<file path="src/rtl/tm1638_display_scheduler_if.sv">
// Bus between the four display sources / TM1638 driver and the display scheduler.
// The scheduler takes the slave modport; the source/driver side takes master.
interface tm1638_display_scheduler_if;
   logic          tick;
   logic [3:0]    req;
   logic [127:0]  src_data;
   logic [31:0]   src_leds;
   logic [31:0]   src_dots;
   logic [7:0]    keys;
   logic [31:0]   disp_data;
   logic [7:0]    disp_leds;
   logic [7:0]    disp_dots;
   logic          disp_bcd;
   logic [1:0]    active_src;
   logic          active_valid;
   logic          pinned;

   modport master (
      output tick, req, src_data, src_leds, src_dots, keys,
      input  disp_data, disp_leds, disp_dots, disp_bcd, active_src, active_valid, pinned
   );

   modport slave (
      input  tick, req, src_data, src_leds, src_dots, keys,
      output disp_data, disp_leds, disp_dots, disp_bcd, active_src, active_valid, pinned
   );
endinterface

</file>
<file path="src/rtl/tm1638_display_scheduler.sv">
// Time-shares one TM1638 board between four sources: round-robin dwell in auto mode,
// key-pinned source in manual mode. Optional macro SRC_INDICATOR_EN puts a one-hot
// source indicator on disp_leds[7:4].
//
// state  | meaning
// S_IDLE | no source shown, display blank
// S_SHOW | auto mode, active source holds display for DWELL_TICKS ticks
// S_PIN  | manual mode, source pinned by key 0..3, key 7 releases
module tm1638_display_scheduler #(
   parameter int unsigned DWELL_TICKS = 4,
   parameter logic [3:0]  BCD_MASK    = 4'b0001
) (
   input  logic                         i_clk,
   input  logic                         i_n_rst,
   tm1638_display_scheduler_if.slave    bus
);

   typedef enum logic [1:0] {S_IDLE, S_SHOW, S_PIN} state_t;

   localparam logic [15:0] DWELL_LAST = 16'(DWELL_TICKS - 1);

   state_t      r_state;
   state_t      w_state_nxt;
   logic [1:0]  r_ptr;
   logic [1:0]  w_ptr_nxt;
   logic [1:0]  w_src_nxt;
   logic [15:0] r_dwell;
   logic [15:0] w_dwell_nxt;
   logic [7:0]  r_key_q;
   logic [7:0]  w_key_rise;
   logic        w_pin_req;
   logic        w_unpin_req;
   logic [1:0]  w_pin_idx;
   logic [1:0]  w_arb_from;
   logic        w_arb_found;
   logic [1:0]  w_arb_idx;
   logic        w_valid_nxt;
   logic [7:0]  w_leds_sel;
   logic [7:0]  w_leds_nxt;

   assign w_key_rise  = bus.keys & ~r_key_q;
   assign w_unpin_req = w_key_rise[7];
   // key 7 outranks any simultaneous pin key
   assign w_pin_req   = (|w_key_rise[3:0]) & ~w_key_rise[7];

   always_comb begin
      w_pin_idx = 2'd0;
      if (w_key_rise[0])      w_pin_idx = 2'd0;
      else if (w_key_rise[1]) w_pin_idx = 2'd1;
      else if (w_key_rise[2]) w_pin_idx = 2'd2;
      else if (w_key_rise[3]) w_pin_idx = 2'd3;
   end

   // On unpin the search starts just before the pinned source so it is preferred.
   assign w_arb_from = (r_state == S_PIN) ? (bus.active_src - 2'd1) : r_ptr;

   // Scan far-to-near so the nearest requester after w_arb_from is the last write.
   always_comb begin
      w_arb_found = 1'b0;
      w_arb_idx   = w_arb_from;
      for (int k = 4; k >= 1; k--) begin
         if (bus.req[w_arb_from + 2'(k)]) begin
            w_arb_found = 1'b1;
            w_arb_idx   = w_arb_from + 2'(k);
         end
      end
   end

   always_comb begin
      w_state_nxt = r_state;
      w_src_nxt   = bus.active_src;
      w_ptr_nxt   = r_ptr;
      w_dwell_nxt = r_dwell;
      case (r_state)
         S_IDLE: begin
            if (w_pin_req) begin
               w_state_nxt = S_PIN;
               w_src_nxt   = w_pin_idx;
            end else if (w_arb_found) begin
               w_state_nxt = S_SHOW;
               w_src_nxt   = w_arb_idx;
               w_ptr_nxt   = w_arb_idx;
               w_dwell_nxt = 16'd0;
            end
         end
         S_SHOW: begin
            if (w_pin_req) begin
               w_state_nxt = S_PIN;
               w_src_nxt   = w_pin_idx;
            end else if (!bus.req[bus.active_src] || (bus.tick && (r_dwell == DWELL_LAST))) begin
               w_dwell_nxt = 16'd0;
               if (w_arb_found) begin
                  w_src_nxt = w_arb_idx;
                  w_ptr_nxt = w_arb_idx;
               end else begin
                  w_state_nxt = S_IDLE;
                  w_src_nxt   = 2'd0;
               end
            end else if (bus.tick) begin
               w_dwell_nxt = r_dwell + 16'd1;
            end
         end
         S_PIN: begin
            if (w_unpin_req) begin
               w_dwell_nxt = 16'd0;
               if (w_arb_found) begin
                  w_state_nxt = S_SHOW;
                  w_src_nxt   = w_arb_idx;
                  w_ptr_nxt   = w_arb_idx;
               end else begin
                  w_state_nxt = S_IDLE;
                  w_src_nxt   = 2'd0;
               end
            end else if (w_pin_req) begin
               w_src_nxt = w_pin_idx;
            end
         end
         default: begin
            w_state_nxt = S_IDLE;
            w_src_nxt   = 2'd0;
         end
      endcase
   end

   assign w_valid_nxt = (w_state_nxt != S_IDLE);
   assign w_leds_sel  = bus.src_leds[{w_src_nxt, 3'd0} +: 8];

`ifdef SRC_INDICATOR_EN
   assign w_leds_nxt = {4'b0001 << w_src_nxt, w_leds_sel[3:0]};
`else
   assign w_leds_nxt = w_leds_sel;
`endif

   always_ff @(posedge i_clk or posedge i_n_rst) begin
      if (i_n_rst) begin
         r_state          <= S_IDLE;
         r_ptr            <= 2'd3;
         r_dwell          <= 16'd0;
         r_key_q          <= 8'd0;
         bus.active_src   <= 2'd0;
         bus.active_valid <= 1'b0;
         bus.pinned       <= 1'b0;
         bus.disp_data    <= 32'd0;
         bus.disp_leds    <= 8'd0;
         bus.disp_dots    <= 8'd0;
         bus.disp_bcd     <= 1'b0;
      end else begin
         r_state          <= w_state_nxt;
         r_ptr            <= w_ptr_nxt;
         r_dwell          <= w_dwell_nxt;
         r_key_q          <= bus.keys;
         bus.active_src   <= w_src_nxt;
         bus.active_valid <= w_valid_nxt;
         bus.pinned       <= (w_state_nxt == S_PIN);
         bus.disp_data    <= w_valid_nxt ? bus.src_data[{w_src_nxt, 5'd0} +: 32] : 32'd0;
         bus.disp_leds    <= w_valid_nxt ? w_leds_nxt : 8'd0;
         bus.disp_dots    <= w_valid_nxt ? bus.src_dots[{w_src_nxt, 3'd0} +: 8] : 8'd0;
         bus.disp_bcd     <= w_valid_nxt & BCD_MASK[w_src_nxt];
      end
   end

endmodule

</file>
<file path="src/flat_wrapper.sv">
// flat-port wrapper written by rule: the top's interface ports become plain ports
module tm1638_display_scheduler_flat 
#(
   parameter int unsigned DWELL_TICKS = 4,
   parameter logic [3:0]  BCD_MASK    = 4'b0001
)
  (i_clk, i_n_rst, bus_tick, bus_req, bus_src_data, bus_src_leds, bus_src_dots, bus_keys, bus_disp_data, bus_disp_leds, bus_disp_dots, bus_disp_bcd, bus_active_src, bus_active_valid, bus_pinned);
  tm1638_display_scheduler_if bus_i ();
  input  logic i_clk;
  input  logic i_n_rst;
  input wire logic [$bits(bus_i.tick)-1:0] bus_tick;
  input wire logic [$bits(bus_i.req)-1:0] bus_req;
  input wire logic [$bits(bus_i.src_data)-1:0] bus_src_data;
  input wire logic [$bits(bus_i.src_leds)-1:0] bus_src_leds;
  input wire logic [$bits(bus_i.src_dots)-1:0] bus_src_dots;
  input wire logic [$bits(bus_i.keys)-1:0] bus_keys;
  output wire logic [$bits(bus_i.disp_data)-1:0] bus_disp_data;
  output wire logic [$bits(bus_i.disp_leds)-1:0] bus_disp_leds;
  output wire logic [$bits(bus_i.disp_dots)-1:0] bus_disp_dots;
  output wire logic [$bits(bus_i.disp_bcd)-1:0] bus_disp_bcd;
  output wire logic [$bits(bus_i.active_src)-1:0] bus_active_src;
  output wire logic [$bits(bus_i.active_valid)-1:0] bus_active_valid;
  output wire logic [$bits(bus_i.pinned)-1:0] bus_pinned;
  assign bus_i.tick = bus_tick;
  assign bus_i.req = bus_req;
  assign bus_i.src_data = bus_src_data;
  assign bus_i.src_leds = bus_src_leds;
  assign bus_i.src_dots = bus_src_dots;
  assign bus_i.keys = bus_keys;
  assign bus_disp_data = bus_i.disp_data;
  assign bus_disp_leds = bus_i.disp_leds;
  assign bus_disp_dots = bus_i.disp_dots;
  assign bus_disp_bcd = bus_i.disp_bcd;
  assign bus_active_src = bus_i.active_src;
  assign bus_active_valid = bus_i.active_valid;
  assign bus_pinned = bus_i.pinned;
  tm1638_display_scheduler #(.DWELL_TICKS(DWELL_TICKS), .BCD_MASK(BCD_MASK)) u_core (.i_clk(i_clk), .i_n_rst(i_n_rst), .bus(bus_i));
endmodule
</file>
<file path="config.mk">
export PLATFORM = sky130hd
export DESIGN_NAME = tm1638_display_scheduler_flat
export DESIGN_NICKNAME = d
export VERILOG_FILES = /design/src/rtl/tm1638_display_scheduler_if.sv /design/src/rtl/tm1638_display_scheduler.sv /design/src/flat_wrapper.sv
export SDC_FILE = /design/constraint.sdc
export NUM_CORES = 1
export LEC_CHECK = 0
export ABC_AREA = 1
export ABC_CLOCK_PERIOD_IN_PS = 4800
export BUFFER_PORTS_ARGS = -buffer_cell sky130_fd_sc_hd__buf_2
export CORE_MARGIN = 4
export CORE_UTILIZATION = 30
export DETAILED_ROUTE_END_ITERATION = 10
export GPL_TIMING_DRIVEN = 1
export PLACE_DENSITY_LB_ADDON = 0.25
export SYNTH_ARGS = -nofsm -noshare
export SYNTH_HDL_FRONTEND = slang
export SYNTH_SLANG_ARGS = --single-unit
export TNS_END_PERCENT = 30
</file>
<file path="constraint.sdc">
create_clock -name i_clk -period 4.8 [get_ports i_clk]
set_input_delay 0.72 -clock i_clk [delete_from_list [all_inputs] [get_ports i_clk]]
set_output_delay 0.72 -clock i_clk [all_outputs]
set_load 0.05 [all_outputs]
</file>
==> reports/qor.csv <==
metric;value;unit
slowest stage delay, CP;760;ps
maximum vdd drop;0.000350;V
yosys warns;0;
flops & latches, synth;78;
Internal Pwr Total;1900;µW
Netlist Area Pre-Place;5290;µm²
Hold Crit Class;in2async;
Seq/Total Area, Yosys;0.370;
Iter 0 DRT Violations;201;
clk buf depth;2;
area grow syn2layout;33.1;%
die width;141;µm
footprint of the multi-input gates;2570;µm²
Worst Reg2Reg Path Length in Cells;17;
CP most frequent cell;nand2_1;
post-synthesis cell count;840;
CTS Buf Count;9;
Flop pwr share;0.234;
# rows;48;
CP Launch Type;flip-flop;
crit path DAT;3660;ps
wire length per cell;13.9;µm
register area;1950;µm²
HPWL after detailed placement;13300;µm
layout cells sized above 1;0.272;
status;complete, no violations;
# Post-CTS Setup Buffers;0;
Final ANT Viol Nets;0;
clk sinks;78;
setup TNS;0;ps
Sw Ratio;0.530;
Synth cell types;35;
net switching power;2130;µW
antenna violations before repair;1;
final worst-path cycle share;0.716;
GR Util All Layers;0.180;
final wirelength;18100;µm
Worst Tran Pin Value;1010;ps
Syn Nets;1048;
most common cell after layout, fill and taps aside;nand2_1;
DRC errors left;0;
hold_ws;423;ps
Setup Viol. Count Final;0;
H-tree Lvls;3;
chip height;141;µm
Hold Violations, Final;0;
vias per cell;4.55;
Avg Cell Area, Syn;6.29;µm²
# IOs;260;
fin crit period;3440;ps
critical path's slowest cell;buf_4;
most area-consuming cells after synthesis;dfrtp_1 36%, nand2_1 21%, nand3_1 17%;
Root Driver;clkbuf_16;
largest net degree at the start of global routing;97;
first-pass GRT wire length;28800;µm
most frequent cells in the layout;302 x nand2_1, 256 x buf_2, 177 x nand3_1;
# resized after CTS;0;
Worst EP required;5020;ps
max_slew headroom;0.326;
Crit. End Element;flip-flop;
ant diodes;0;
maxcap violations;0;
grt ovf;0;
post-synth top area share;0.360;
highest clock rate;291;MHz
RSZ-0062 raised after global routing;false;
number of global-route vias before repair;5733;
Comb pwr share;0.589;
Clock power frac;0.177;
Fillers;1915;
clock skew;7.70;ps
Layout Nets;1280;
P per Cell Area;572;nW/µm²
clock slew at reported path FFs;60;ps
worst-path fanout max;96;
P_leak;0.00430;µW
cell taking the most area after synthesis;dfrtp_1;
Vias;5918;
Die Area;19800;µm²
worst-skew pair later-pin latency;340;ps
final cell utilization of the core;0.407;
CTS tree;yes;
drt pass-1 iters;4;
Routability Congestion;0.886;
crit-path cells;inv_1 > nand3_1 > nand2_1 > nand3_1 > nand3_2 > nand2_1 > inv_1 > nand3_1 > nand2_1 > nand2_1 > nand2_1 > nand2_1 > nand3_4 > buf_4 > nand3_1 > nand3_1 > nand2_1;
Core ar.;17300;µm²
Post-CTS Hold Fix Bufs;0;
max-slew violation count;0;
Starting Density;0.306;
Port Buffers;256;
Crit Path Class;reg2reg;
## layer usage
layer / vias to the layer above / GRT usage / routed length, µm / share of wire
li1: 3077 / - / - / -
met1: 2637 / 0.212 / 7330 / 0.41
met2: 178 / 0.321 / 9100 / 0.50
met3: 24 / 0.0448 / 1260 / 0.070
met4: 2 / 0.0607 / 363 / 0.020
met5: - / 0 / 7 / 0.00039
## stage by stage
stage	power (µW)	std cells	worst slack (ps)	area, µm²
after floorplan	2750	840	2090	5290
after global placement	3350	1286	1310	6730
after detailed placement	3360	1286	1310	6730
after CTS	4100	1302	1390	7040
after global routing	4340	1302	1100	7040
final	4030	1302	1360	7040
## power by group through the flow
stage	sequential (µW)	combinational, µW	clock (µW)
after global routing	966	2610	762
after CTS	945	2410	739
after floorplan	1660	1090	0
final	943	2370	715
after global placement	956	2400	0
after detailed placement	954	2410	0
## Yosys cell counts
library cell	count
a211oi_1	1
a21oi_1	12
a311oi_1	1
a31oi_1	1
and3_1	1
buf_1	4
buf_2	16
buf_4	7
buf_6	3
clkbuf_1	11
dfrtp_1	76
dfstp_2	2
ha_1	1
inv_1	149
inv_2	2
nand2_1	302
nand2_2	1
nand2_4	1
nand3_1	177
nand3_2	2
nand3_4	1
nand4_1	3
nor2_1	16
nor2_2	2
nor3_1	22
nor3_2	1
nor3b_1	1
nor4_1	4
o211ai_2	1
o21ai_0	13
o22ai_1	2
o31ai_1	1
o32ai_1	1
o41ai_1	1
xor2_1	1
## worst max-delay path, delay by kind of cell, from the launching register on
family	cells	cell delay, ps
AND/OR/NAND/NOR	14	1790
buffers and inverters	3	1000
flip-flops	1	460
## flip-flops by register name (all words and copies together) (netlist names)
name,cells
u_core.bus.disp_bcd,1
u_core.r_state,2
u_core.bus.disp_dots,8
u_core.r_key_q,5
u_core.bus.active_src,2
u_core.bus.disp_leds,8
u_core.bus.disp_data,32
u_core.bus.active_valid,1
u_core.r_ptr,2
u_core.bus.pinned,1
u_core.r_dwell,16
## final timing paths
kind	end	from	slack, ps
max	u_core.bus.disp_data[25]	u_core.bus.active_src[0]	1360
min	u_core.bus.disp_data[9]	i_n_rst	420
max reg2reg	u_core.bus.disp_data[25]	u_core.bus.active_src[0]	1360
min reg2reg	u_core.r_ptr[1]	u_core.r_ptr[1]	510
max in group asynchronous	u_core.bus.active_valid	i_n_rst	3400
min in group i_clk	u_core.r_key_q[0]	bus_keys[0]	500
## cells by family (layout without fill, tap and decap cells)
group | after synthesis | count (layout) | synth area share
compound gates | 34 | 34 | 0.0374
xor+xnor | 1 | 1 | 0.00166
buf+inv | 192 | 429 | 0.149
fa+ha+maj | 1 | 1 | 0.00237
flops | 78 | 78 | 0.370
simple gates | 534 | 534 | 0.440
## final cells by class
cell class	count	share of cell area
Clock buffer	13	0.0384
Clock inverter	3	0.00604
Inverter	151	0.0807
Multi-Input combinational cell	570	0.365
Sequential cell	78	0.278
Tap cell	225	0.0400
Timing Repair Buffer	262	0.192
Power figures use the tool's default switching activity.
